$ cat src/rtl/dmem_arbiter_pkg.sv
// Shared definitions for the data-memory arbiter: read-return owner encoding,
// default bus widths and a saturating counter helper.
package dmem_arb_pkg;

  localparam int DMEM_AW = 10;
  localparam int DMEM_DW = 32;

  typedef enum logic [1:0] {
    RSEL_NONE = 2'd0,
    RSEL_CPU  = 2'd1,
    RSEL_DBG  = 2'd2
  } rsel_e;

  function automatic logic [15:0] sat_inc16(input logic [15:0] v);
    return (v == 16'hFFFF) ? v : v + 16'd1;
  endfunction

endpackage

$ cat src/rtl/dmem_arbiter_if.sv
// CPU, debug-loader and memory-side signals of the data-memory arbiter.
// slave = arbiter view; master = requesters plus the memory macro.
interface dmem_arbiter_if #(
  parameter int AW = dmem_arb_pkg::DMEM_AW,
  parameter int DW = dmem_arb_pkg::DMEM_DW
);
  logic          cpu_req;
  logic          cpu_we;
  logic [AW-1:0] cpu_addr;
  logic [DW-1:0] cpu_wdata;
  logic          cpu_stall;
  logic          cpu_rvalid;
  logic [DW-1:0] cpu_rdata;

  logic          dbg_req;
  logic          dbg_we;
  logic [AW-1:0] dbg_addr;
  logic [DW-1:0] dbg_wdata;
  logic          dbg_gnt;
  logic          dbg_rvalid;
  logic [DW-1:0] dbg_rdata;

  logic          mem_en;
  logic          mem_we;
  logic [AW-1:0] mem_addr;
  logic [DW-1:0] mem_wdata;
  logic [DW-1:0] mem_rdata;

  modport slave (
    input  cpu_req, cpu_we, cpu_addr, cpu_wdata,
    output cpu_stall, cpu_rvalid, cpu_rdata,
    input  dbg_req, dbg_we, dbg_addr, dbg_wdata,
    output dbg_gnt, dbg_rvalid, dbg_rdata,
    output mem_en, mem_we, mem_addr, mem_wdata,
    input  mem_rdata
  );

  modport master (
    output cpu_req, cpu_we, cpu_addr, cpu_wdata,
    input  cpu_stall, cpu_rvalid, cpu_rdata,
    output dbg_req, dbg_we, dbg_addr, dbg_wdata,
    input  dbg_gnt, dbg_rvalid, dbg_rdata,
    input  mem_en, mem_we, mem_addr, mem_wdata,
    output mem_rdata
  );
endinterface

$ cat src/rtl/dmem_arbiter_rr_burst_pick.sv
// Grant picker: debug may win up to MAX_BURST contested cycles in a row, then CPU gets one.
// Latency: grants are combinational from requests and registered history.
// Backpressure: the loser is simply not granted; requesters hold their request.
module rr_burst_pick #(
  parameter int MAX_BURST = 4
) (
  input  logic clk,
  input  logic reset,
  input  logic cpu_req,
  input  logic dbg_req,
  output logic cpu_grant,
  output logic dbg_grant
);

  localparam logic [3:0] BURST_LIM = 4'(MAX_BURST);

  logic       last_dbg_q, last_dbg_d;
  logic [3:0] burst_cnt_q, burst_cnt_d;
  logic       contested;
  logic       dbg_pref;

  always_comb begin
    contested   = cpu_req & dbg_req;
    dbg_pref    = ~last_dbg_q | (burst_cnt_q < BURST_LIM);
    dbg_grant   = dbg_req & (~cpu_req | dbg_pref);
    cpu_grant   = cpu_req & ~dbg_grant;

    last_dbg_d  = last_dbg_q;
    if (contested) last_dbg_d = dbg_grant;

    // Any cycle the CPU is idle or served ends the debug run.
    burst_cnt_d = '0;
    if (cpu_req & dbg_grant)
      burst_cnt_d = (burst_cnt_q >= BURST_LIM) ? BURST_LIM : burst_cnt_q + 4'd1;
  end

  always_ff @(posedge clk or negedge reset) begin
    if (!reset) begin
      last_dbg_q  <= 1'b0;
      burst_cnt_q <= '0;
    end else begin
      last_dbg_q  <= last_dbg_d;
      burst_cnt_q <= burst_cnt_d;
    end
  end

endmodule

$ cat src/rtl/dmem_arbiter.sv
// Shares single-port dmem between CPU and debug loader; optional DMEM_ARB_STATS_EN adds counters.
// Latency: grant combinational, write commits at grant edge, read data 1 cycle after grant.
// Backpressure: losing CPU sees cpu_stall, losing debug sees dbg_gnt=0; both must hold requests.
module dmem_arbiter
  import dmem_arb_pkg::*;
#(
  parameter int AW        = DMEM_AW,
  parameter int DW        = DMEM_DW,
  parameter int MAX_BURST = 4
) (
  input  logic           clk,
  input  logic           reset,
  dmem_arbiter_if.slave  bus
`ifdef DMEM_ARB_STATS_EN
  ,
  output logic [15:0]    stat_stall,
  output logic [15:0]    stat_dbg
`endif
);

  typedef struct packed {
    logic          we;
    logic [AW-1:0] addr;
    logic [DW-1:0] wdata;
  } req_t;

  logic  cpu_grant, dbg_grant;
  req_t  cpu_r, dbg_r, win_r;
  rsel_e rsel_q, rsel_d;

  rr_burst_pick #(.MAX_BURST(MAX_BURST)) u_pick (
    .clk       (clk),
    .reset     (reset),
    .cpu_req   (bus.cpu_req),
    .dbg_req   (bus.dbg_req),
    .cpu_grant (cpu_grant),
    .dbg_grant (dbg_grant)
  );

  assign cpu_r = {bus.cpu_we, bus.cpu_addr, bus.cpu_wdata};
  assign dbg_r = {bus.dbg_we, bus.dbg_addr, bus.dbg_wdata};

  always_comb begin
    win_r = '0;
    if (cpu_grant)      win_r = cpu_r;
    else if (dbg_grant) win_r = dbg_r;
  end

  assign bus.mem_en    = cpu_grant | dbg_grant;
  assign bus.mem_we    = win_r.we;
  assign bus.mem_addr  = win_r.addr;
  assign bus.mem_wdata = win_r.wdata;

  assign bus.cpu_stall = bus.cpu_req & ~cpu_grant;
  assign bus.dbg_gnt   = dbg_grant;

  // Owner of the read issued this cycle; its data returns next cycle.
  always_comb begin
    rsel_d = RSEL_NONE;
    if (cpu_grant & ~bus.cpu_we)      rsel_d = RSEL_CPU;
    else if (dbg_grant & ~bus.dbg_we) rsel_d = RSEL_DBG;
  end

  always_ff @(posedge clk or negedge reset) begin
    if (!reset) rsel_q <= RSEL_NONE;
    else        rsel_q <= rsel_d;
  end

  assign bus.cpu_rvalid = (rsel_q == RSEL_CPU);
  assign bus.dbg_rvalid = (rsel_q == RSEL_DBG);
  assign bus.cpu_rdata  = bus.cpu_rvalid ? bus.mem_rdata : '0;
  assign bus.dbg_rdata  = bus.dbg_rvalid ? bus.mem_rdata : '0;

`ifdef DMEM_ARB_STATS_EN
  always_ff @(posedge clk or negedge reset) begin
    if (!reset) begin
      stat_stall <= '0;
      stat_dbg   <= '0;
    end else begin
      if (bus.cpu_stall) stat_stall <= sat_inc16(stat_stall);
      if (dbg_grant)     stat_dbg   <= sat_inc16(stat_dbg);
    end
  end
`endif

endmodule

$ cat src/flat_wrapper.sv
// flat-port wrapper written by rule: the top's interface ports become plain ports
module dmem_arbiter_flat import dmem_arb_pkg::*;
#(
  parameter int AW        = DMEM_AW,
  parameter int DW        = DMEM_DW,
  parameter int MAX_BURST = 4
)
  (clk, reset, bus_cpu_req, bus_cpu_we, bus_cpu_addr, bus_cpu_wdata, bus_cpu_stall, bus_cpu_rvalid, bus_cpu_rdata, bus_dbg_req, bus_dbg_we, bus_dbg_addr, bus_dbg_wdata, bus_dbg_gnt, bus_dbg_rvalid, bus_dbg_rdata, bus_mem_en, bus_mem_we, bus_mem_addr, bus_mem_wdata, bus_mem_rdata);
  dmem_arbiter_if #(.AW(AW), .DW(DW)) bus_i ();
  input  logic clk;
  input  logic reset;
  input wire logic [$bits(bus_i.cpu_req)-1:0] bus_cpu_req;
  input wire logic [$bits(bus_i.cpu_we)-1:0] bus_cpu_we;
  input wire logic [$bits(bus_i.cpu_addr)-1:0] bus_cpu_addr;
  input wire logic [$bits(bus_i.cpu_wdata)-1:0] bus_cpu_wdata;
  output wire logic [$bits(bus_i.cpu_stall)-1:0] bus_cpu_stall;
  output wire logic [$bits(bus_i.cpu_rvalid)-1:0] bus_cpu_rvalid;
  output wire logic [$bits(bus_i.cpu_rdata)-1:0] bus_cpu_rdata;
  input wire logic [$bits(bus_i.dbg_req)-1:0] bus_dbg_req;
  input wire logic [$bits(bus_i.dbg_we)-1:0] bus_dbg_we;
  input wire logic [$bits(bus_i.dbg_addr)-1:0] bus_dbg_addr;
  input wire logic [$bits(bus_i.dbg_wdata)-1:0] bus_dbg_wdata;
  output wire logic [$bits(bus_i.dbg_gnt)-1:0] bus_dbg_gnt;
  output wire logic [$bits(bus_i.dbg_rvalid)-1:0] bus_dbg_rvalid;
  output wire logic [$bits(bus_i.dbg_rdata)-1:0] bus_dbg_rdata;
  output wire logic [$bits(bus_i.mem_en)-1:0] bus_mem_en;
  output wire logic [$bits(bus_i.mem_we)-1:0] bus_mem_we;
  output wire logic [$bits(bus_i.mem_addr)-1:0] bus_mem_addr;
  output wire logic [$bits(bus_i.mem_wdata)-1:0] bus_mem_wdata;
  input wire logic [$bits(bus_i.mem_rdata)-1:0] bus_mem_rdata;
  assign bus_i.cpu_req = bus_cpu_req;
  assign bus_i.cpu_we = bus_cpu_we;
  assign bus_i.cpu_addr = bus_cpu_addr;
  assign bus_i.cpu_wdata = bus_cpu_wdata;
  assign bus_cpu_stall = bus_i.cpu_stall;
  assign bus_cpu_rvalid = bus_i.cpu_rvalid;
  assign bus_cpu_rdata = bus_i.cpu_rdata;
  assign bus_i.dbg_req = bus_dbg_req;
  assign bus_i.dbg_we = bus_dbg_we;
  assign bus_i.dbg_addr = bus_dbg_addr;
  assign bus_i.dbg_wdata = bus_dbg_wdata;
  assign bus_dbg_gnt = bus_i.dbg_gnt;
  assign bus_dbg_rvalid = bus_i.dbg_rvalid;
  assign bus_dbg_rdata = bus_i.dbg_rdata;
  assign bus_mem_en = bus_i.mem_en;
  assign bus_mem_we = bus_i.mem_we;
  assign bus_mem_addr = bus_i.mem_addr;
  assign bus_mem_wdata = bus_i.mem_wdata;
  assign bus_i.mem_rdata = bus_mem_rdata;
  dmem_arbiter #(.AW(AW), .DW(DW), .MAX_BURST(MAX_BURST)) u_core (.clk(clk), .reset(reset), .bus(bus_i));
endmodule
$ cat config.mk
export PLATFORM = sky130hd
export DESIGN_NAME = dmem_arbiter_flat
export DESIGN_NICKNAME = d
export VERILOG_FILES = /design/src/rtl/dmem_arbiter_pkg.sv /design/src/rtl/dmem_arbiter_if.sv /design/src/rtl/dmem_arbiter_rr_burst_pick.sv /design/src/rtl/dmem_arbiter.sv /design/src/flat_wrapper.sv
export SDC_FILE = /design/constraint.sdc
export NUM_CORES = 1
export LEC_CHECK = 0
export ABC_CLOCK_PERIOD_IN_PS = 2700
export CORE_MARGIN = 10
export CORE_UTILIZATION = 26
export CTS_CLUSTER_DIAMETER = 200
export DETAILED_ROUTE_END_ITERATION = 10
export PLACE_DENSITY = 0.93
export SLEW_MARGIN = 10
export SYNTH_ARGS = -nofsm -noshare
export SYNTH_HDL_FRONTEND = slang
export SYNTH_SLANG_ARGS = --single-unit
$ cat constraint.sdc
create_clock -name clk -period 2.7 [get_ports clk]
set_input_delay 0.54 -clock clk [delete_from_list [all_inputs] [get_ports clk]]
set_output_delay 0.54 -clock clk [all_outputs]
set_load 0.02 [all_outputs]
==> key figures <==
CTS
  – Clk buf depth: 2
  – Clock buffer count from CTS: 3
  – CTS HTree Levels: 1
  – Root Buffer: clkbuf_8
  – TritonCTS Sinks: 7
  – Cts-stage hold buffer count: 0
  – Skew-Pair Late Insertion Delay: 0.22 ns
  – TritonCTS clock tree: yes
  – CTS clk-pin slew, worst paths: approximately 0.040 ns

Critical path
  – Critical R2R Launch: u_core.u_pick.burst_cnt_q[2]$_DFF_PN0_
  – Worst reg-to-reg setup slack: 1.51 ns
  – RR Endpoint: u_core.rsel_q[0]$_DFF_PN0_
  – Crit end category: output pin
  – CP Launch Type: primary input
  – Max FO, Critical Path: 47
  – Worst Path Required: 2.16 ns
  – Worst reg2reg path depth: 4
  – Worst EP arrival: between 2 and 2.5 ns
  – Kind of critical path: in -> out

Yosys
  – Adder and majority gate portion of the synthesized area: 0.789%
  – Synth Register Bits: 7
  – EDFF count, synth: 0
  – Cells after Synth: 234
  – Synth cell types: 22
  – Synth warn: 0
  – XOR/XNOR Fraction of Synth Area: 0%
  – Largest area contributor in the synthesized netlist: mux2i_1
  – Post-Synth Simple-Gate Area: 39.6%
  – Synth area leaders: mux2i_1 27%, and2_1 25%, dfrtp_1 11%
  – Most used flip-flop cell after synthesis: dfrtp_1
  – Main combinational cell family by area after synthesis: simple AND/OR/NAND/NOR gates
  – Netlist Area Pre-Place: 1590 um^2
  – Sequential share of the synthesized area: between 10 and 15%
  – Mapped Nets: between 300 and 400
  – Count leader, synth: and2_1
  – Synth top area share: a little over a quarter
  – Top post-synthesis cells by count: 64 x and2_1, 45 x nand2_1, 44 x inv_1
  – Mux share of post-synthesis cell area: 27.1%
  – Post-synthesis async set-or-reset flop share: 100%
  – Syn avg cell area: around 6.8 um^2
  – Compound-Gate Fraction of Synth Area: 2.13%

Placed design
  – GPL Wtd Cong: between 0.8 and 0.9
  – HPWL Detailed: just over 8 mm
  – IO Port Bufs: 233
  – Post-Place Setup Slack: -0.322 ns

Run
  – Max-cap violation count: 0

Cells and area
  – # diodes: 0
  – Share of cells above drive strength 1: 13.7%
  – Synthesis-to-finish area growth: 144%
  – Layout Nets: 591

Floorplanning
  – Core area: 5920 um^2
  – Die W: 98.1 um
  – Initial Utilization: approximately 27%
  – Die area: 9630 um^2
  – Row count: 28
  – Io pins: 234
  – Die Y-Extent: 98.1 um

Power
  – Clock group share of total power: 15.4%
  – Pint: between 500 and 600 uW
  – NetSw: ~350 uW
  – Power Density: 238 nW/um^2
  – Comb pwr share: 71.8%
  – Peak VDD IR: 0.000166 V
  – Sequential power share: roughly 13%
  – Switch share: 38.3%
  – Pleak: around 0.0020 uW

STA
  – Worst Setup Slack, final: -0.0610 ns
  – Fin crit period: between 2 and 3 ns
  – Tcrit/Tclk final: 102%
  – Fin Hold WS: 0.448 ns
  – Post-route clock skew: 0.00319 ns
  – Fmax: 362 MHz
  – Setup-violating endpoint count in the final report: 1
  – Unrepaired setup endpoints after global routing: yes
  – Final Max Tran Viols: 0
  – Final Hold Viols: 0

Detailed routing
  – Drt drc: 0
  – Post-route ant nets: 0
  – Initial drt markers: 31
  – DR vias/cell: 4.26
  – Final wirelength: 9.44 mm
  – Routed via count: 2309
  – DR WL/cell: 17.4 um
  – First-pass DRT Iterations: 4

Status
  – Failing checks: setup timing
  – Outcome: finished with violations

GRT
  – First-pass GRT wire length: 13.8 mm
  – GRT Total Usage: 17.6%
  – Grt total ovfl: 0
  – Largest net degree at the start of global routing: 48
  – Initial antenna violation count: 0
  – Number of global-route vias before repair: 2444

Hold path
  – Hold path cells: 1
  – Hold EP: u_core.u_pick.burst_cnt_q[0]$_DFF_PN0_
  – Hold path start: u_core.u_pick.burst_cnt_q[0]$_DFF_PN0_
  – Hold Path Class: reg -> reg
## layer usage
layer | up-vias | wire, um | GRT usage (%)
li1 | 1165 | - | -
met2 | 152 | 5060 | 35.2
met1 | 986 | 2940 | 15.3
met3 | 6 | 1370 | 9.44
met4 | 0 | 70 | 2.35
met5 | - | 0 | 0
## sequential cells by signal, indices dropped and copies added, names as in the netlist
name / count
u_core.u_pick.burst_cnt_q: 4
u_core.rsel_q: 2
u_core.u_pick.last_dbg_q: 1
## logic make-up (layout without fill, tap and decap cells)
kind of cell             after synthesis  count (layout)
AND/OR/NAND/NOR                      118             118
buffers and inverters                 60             293
AO/OA/AOI/OAI                          4               4
adder cells (fa/ha/maj)                1               1
other                                  1               1
flip-flops                             7               7
multiplexers                          43              43
## layout make-up
type	count	area, um^2
tap	75	93.8
fill	521	2060
clock buffer	4	45.0
inverter	44	165
sequential	7	175
multi-input combinational	167	1120
timing repair buffer	245	2270
## power by group through the flow
| stage | sequential (uW) | clock [uW] | combinational (uW) |
|---|---|---|---|
| after floorplan | 117 | 0 | 307 |
| after global placement | 118 | 0 | 691 |
| after detailed placement | 118 | 0 | 705 |
| after CTS | 117 | 145 | 686 |
| after global routing | 118 | 155 | 705 |
| final | 117 | 142 | 661 |
## repair_timing
item                       in CTS  in global routing
setup endpoints to repair      45                 44
gates resized for setup        83                 68
gates cloned                    1                  2
pin swaps                       0                  1
setup buffers                   0                  1
## worst max-delay path: stages
cell and delay (ns):
clkdlybuf4s50_1 0.49, clkbuf_8 0.31, nand2_1 0.11, nor2_1 0.13, clkdlybuf4s50_1 0.63
## cells in the final DEF (no fill, tap or decap)
master,n
a21o_1,1
and2_1,64
and3b_2,1
and4_2,1
buf_12,2
buf_2,19
buf_4,6
buf_6,3
clkbuf_1,1
clkbuf_16,1
clkbuf_2,23
clkbuf_8,4
clkdlybuf4s50_1,189
conb_1,1
dfrtp_1,7
dlygate4sd2_1,1
ha_1,1
inv_1,44
mux2i_1,43
nand2_1,45
nor2_1,2
nor2_2,1
nor2b_1,2
nor4_1,1
o21a_1,1
o21ai_4,1
o31a_2,1
or2_2,1
## worst max path at each step
stage | slack [ns] | cells after the start | end | startpoint
2_1_floorplan | 0.70 | 5 | bus_mem_addr[1] | bus_cpu_req
3_3_place_gp | -0.29 | 6 | bus_mem_wdata[28] | bus_cpu_req
3_5_place_dp | -0.32 | 6 | bus_mem_wdata[18] | bus_cpu_req
4_1_cts | -0.09 | 5 | bus_cpu_stall | bus_cpu_req
5_1_grt | -0.11 | 5 | bus_cpu_stall | bus_cpu_req
6_report | -0.06 | 5 | bus_cpu_stall | bus_cpu_req
## metrics by stage
step / cell area, um^2 / cells / util, % / power, uW / setup TNS, ns
after floorplan: 1590 / 234 / - / 424 / 0
after detailed placement: 3950 / 534 / 66.8 / 823 / -11.61
final: 3860 / 542 / 65.3 / 920 / -0.0610
after global routing: 3860 / 542 / 65.3 / 979 / -0.117
after global placement: 3950 / 534 / 66.8 / 809 / -9.96
after CTS: 4030 / 539 / 68.0 / 949 / -0.657
Note: power is estimated with default switching activity, not from simulation.
